--- src/rtl/adder_4bit.sv ---
// Ripple-carry adder with a load-enabled result register.
// S/Co are purely combinational; q captures S on a rising clk when en is high.
`timescale 1ns/1ps
module adder_4bit #(
  parameter int unsigned WIDTH = 4
) (
  input  logic [WIDTH-1:0] A,
  input  logic [WIDTH-1:0] B,
  input  logic             Cin,
  input  logic             clk,
  input  logic             reset,
  input  logic             en,
  output logic [WIDTH-1:0] S,
  output logic [WIDTH-1:0] q,
  output logic             Co
);

  logic [WIDTH:0] carry;

  assign carry[0] = Cin;

  // One full-adder cell per bit; the carry ripples from bit 0 upward.
  for (genvar i = 0; i < int'(WIDTH); i++) begin : g_fa
    assign S[i]       = A[i] ^ B[i] ^ carry[i];
    assign carry[i+1] = (A[i] & B[i]) | (carry[i] & (A[i] ^ B[i]));
  end

  assign Co = carry[WIDTH];

  always_ff @(posedge clk or posedge reset) begin
    if (reset) begin
      q <= '0;
    end else if (en) begin
      q <= S;
    end
  end

endmodule

--- config.mk ---
export PLATFORM = sky130hd
export DESIGN_NAME = adder_4bit
export DESIGN_NICKNAME = d
export VERILOG_FILES = /design/src/rtl/adder_4bit.sv
export SDC_FILE = /design/constraint.sdc
export NUM_CORES = 1
export LEC_CHECK = 0
export CORE_AREA = 2 2 39 41
export CTS_CLUSTER_SIZE = 14
export DETAILED_ROUTE_END_ITERATION = 8
export DIE_AREA = 0 0 41 43
export SLEW_MARGIN = 10
export SYNTH_ARGS = -nofsm -noshare
export SYNTH_HDL_FRONTEND = slang
export SYNTH_SLANG_ARGS = --single-unit
--- constraint.sdc ---
create_clock -name clk -period 2.81 [get_ports clk]
set_input_delay 0.562 -clock clk [delete_from_list [all_inputs] [get_ports clk]]
set_output_delay 0.562 -clock clk [all_outputs]
set_load 0.005 [all_outputs]
==> impl_metrics.json <==
{
  "outcome": "finished, violations left",
  "violations": "negative setup slack",
  "max_slew_margin_pct": 86.26,
  "numClockSinks": 4,
  "clkPwrFrac_pct": 29.0,
  "fillers": 159,
  "hold_viol": 0,
  "slowest_delay_ns": 0.43,
  "power.density_nw_per_um2": 497.1,
  "viasPerCell": 3.738,
  "final.min_clock_period_ns": 2.851,
  "setup_viol": 1,
  "start_util_pct": 19.08,
  "cell_internal_pwr_uw": 187.9,
  "grt_max_degree": 6,
  "fmax_mhz": 350.7,
  "cellLeakagePower_uw": 0.0002473,
  "dp_hpwl_um": 478.2,
  "drt_iter0_markers": 2,
  "io_buffer_count": 20,
  "die_area_um2": 1763,
  "root_buffer": "clkbuf_4",
  "path_buf_inv": 6,
  "crit_chain": "buf_6 > fa_2 > inv_2 > fa_2 > inv_2 > fa_2 > inv_2 > fa_2 > inv_2 > buf_2",
  "ys_top_cells_by_area": "dfrtp_1, fa_1, inv_1, mux2_2, a21oi_1",
  "finalSetupTns_ns": -0.04113,
  "grt_pass1_vias": 263,
  "ys_ff_latch": 4,
  "drt_pass1_iterations": 3,
  "cp_slowest_cell": "fa_2",
  "die_y_um": 43,
  "switching_share_pct": 25.76,
  "clock_skew_ns": 0,
  "seq_area_um2": 100.1,
  "worst_pin_slew_ns": 0.2055,
  "largest_register_ffs": 4,
  "syn2layout_area_growth_pct": 92.89,
  "insertion_delay_ns": 0.24,
  "antenna_found_initial": 0,
  "grt_pass1_wl_um": 924,
  "period_share_pct": 101.5,
  "post-place-ws_ns": -0.8710,
  "drc": 0,
  "multi_input_area_um2": 132.6,
  "place_congestion": 0.5838,
  "cts_max_level": 1,
  "final.setup.worst_slack_ns": -0.04113,
  "crit_family": "adder cells",
  "worst_ep_arrival_time_ns": 2.29,
  "num_vias": 243,
  "drv_cap": 0,
  "clockBufferDepth": 2,
  "path_clk_slew_ns": 0.04,
  "seq_power_share_pct": 30.0,
  "grt_remaining_overflow": 0,
  "syn_area_per_cell_um2": 11.00,
  "cp-start-kind": "input pin",
  "wl_per_cell_um": 8.692,
  "endpoint_kind": "output port",
  "fin_util_pct": 36.80,
  "yosysUniqueCellTypes": 6,
  "layout-drive-gt1-share_pct": 46.94,
  "switchingPower_uw": 65.22,
  "top_register": "q",
  "path_max_fanout": 2,
  "synth_top_area_share_pct": 37.91,
  "netlist_area_um2": 264.0,
  "rows": 14,
  "antenna_left": 0,
  "vdd_drop_max_v": 0.0001490,
  "yosys_warnings": 0,
  "yosysTopAreaCell": "dfrtp_1",
  "coreArea_um2": 1384,
  "drt_wl_total_um": 565,
  "tritoncts": "done",
  "worstSetupPathType": "in -> out",
  "dieWidth_um": 41,
  "syn_inst": 24,
  "io_pins": 21,
  "antenna_cells": 0,
  "drv_slew": 0,
  "rsz0062_at_grt": "yes",
  "postCtsSetupBuffers": 0,
  "hold_path.class": "reg -> reg",
  "cts_made_buffers": 3,
  "nNetsFinal": 67,
  "synth_seq_area_share_pct": 37.91,
  "synth_nets": 40,
  "required_ns": 2.25,
  "p_comb_share_pct": 41.0,
  "top_regs": "q: 4 flops",
  "grtUsageTotal_pct": 8.687
}
==> layer usage <==
metal | global-route usage [%] | share of wire (%) | vias to the layer above
li1 | - | - | 116
met1 | 7.869 | 34 | 109
met2 | 12.81 | 52 | 14
met3 | 0 | 7.1 | 4
met4 | 14.00 | 6.4 | 0
met5 | 0 | 0 | -
==> metrics by stage <==
step / total power, µW / hold slack [ns] / instances / area (µm²)
after floorplan: 108.5 / 0.3281 / 24 / 264.0
after global placement: 184.5 / 0.4922 / 62 / 499.2
after detailed placement: 186.4 / 0.4999 / 62 / 499.2
after CTS: 258.7 / 0.5072 / 65 / 509.2
after global routing: 269.4 / 0.5187 / 65 / 509.2
final: 253.2 / 0.5013 / 65 / 509.2
==> cell usage after synthesis <==
cell type   n
dfrtp_1     4
fa_1        4
inv_1      11
a21oi_1     1
nor2_1      1
mux2_2      3
==> timing repair <==
action	4_1_cts	5_1_grt
pin swaps	4	3
hold buffers	0	0
setup endpoints to repair	4	1
gates resized for setup	34	0
==> power groups by stage <==
stage                     combinational [µW]  clock [µW]  sequential [µW]
after floorplan                         30.6           0             77.9
after CTS                                106        75.8             76.5
after global placement                   108           0             76.7
final                                    104        73.4             75.9
after global routing                     115        76.5             78.2
after detailed placement                 109           0             77.3
==> layout make-up <==
cell class              count  area share (%)
well taps                  16           3.931
flip-flops and latches      4           19.66
clock buffers               3           4.423
inverters                  11           8.108
multi-input cells           9           26.04
repair buffers             22           37.84
==> kinds of logic (layout without fill, tap and decap cells) <==
family / after synthesis / after routing / share of synthesized area [%]
multiplexers: 3 / 3 / 12.80
AO/OA/AOI/OAI: 1 / 1 / 1.894
flip-flops: 4 / 4 / 37.92
AND/OR/NAND/NOR: 1 / 1 / 1.420
adder cells (fa/ha/maj): 4 / 4 / 30.33
buffers and inverters: 11 / 36 / 15.64
==> layout by cell type, fill, tap and decap left out <==
master / synthesis / layout
nor2_1: 1 / 1
mux2_2: 3 / 3
dfrtp_1: 4 / 4
dlygate4sd2_1: 0 / 3
clkbuf_4: 0 / 3
fa_2: 0 / 4
buf_6: 0 / 1
a21oi_1: 1 / 1
inv_2: 0 / 6
buf_4: 0 / 2
clkdlybuf4s50_1: 0 / 12
buf_2: 0 / 4
inv_1: 11 / 5
==> worst paths after layout <==
check / startpoint / end / slack, ns / cells past startpoint
setup / recovery: A[0] / S[3] / -0.04 / 10
hold / removal: q[2] / q[2] / 0.50 / 1
setup reg to reg: q[3] / q[3] / 2.06 / 1
hold reg to reg: q[2] / q[2] / 0.50 / 1
max in group asynchronous: reset / q[1] / 2.15 / 2
min in group asynchronous: reset / q[2] / 0.51 / 2
Power figures use the tool's default switching activity.
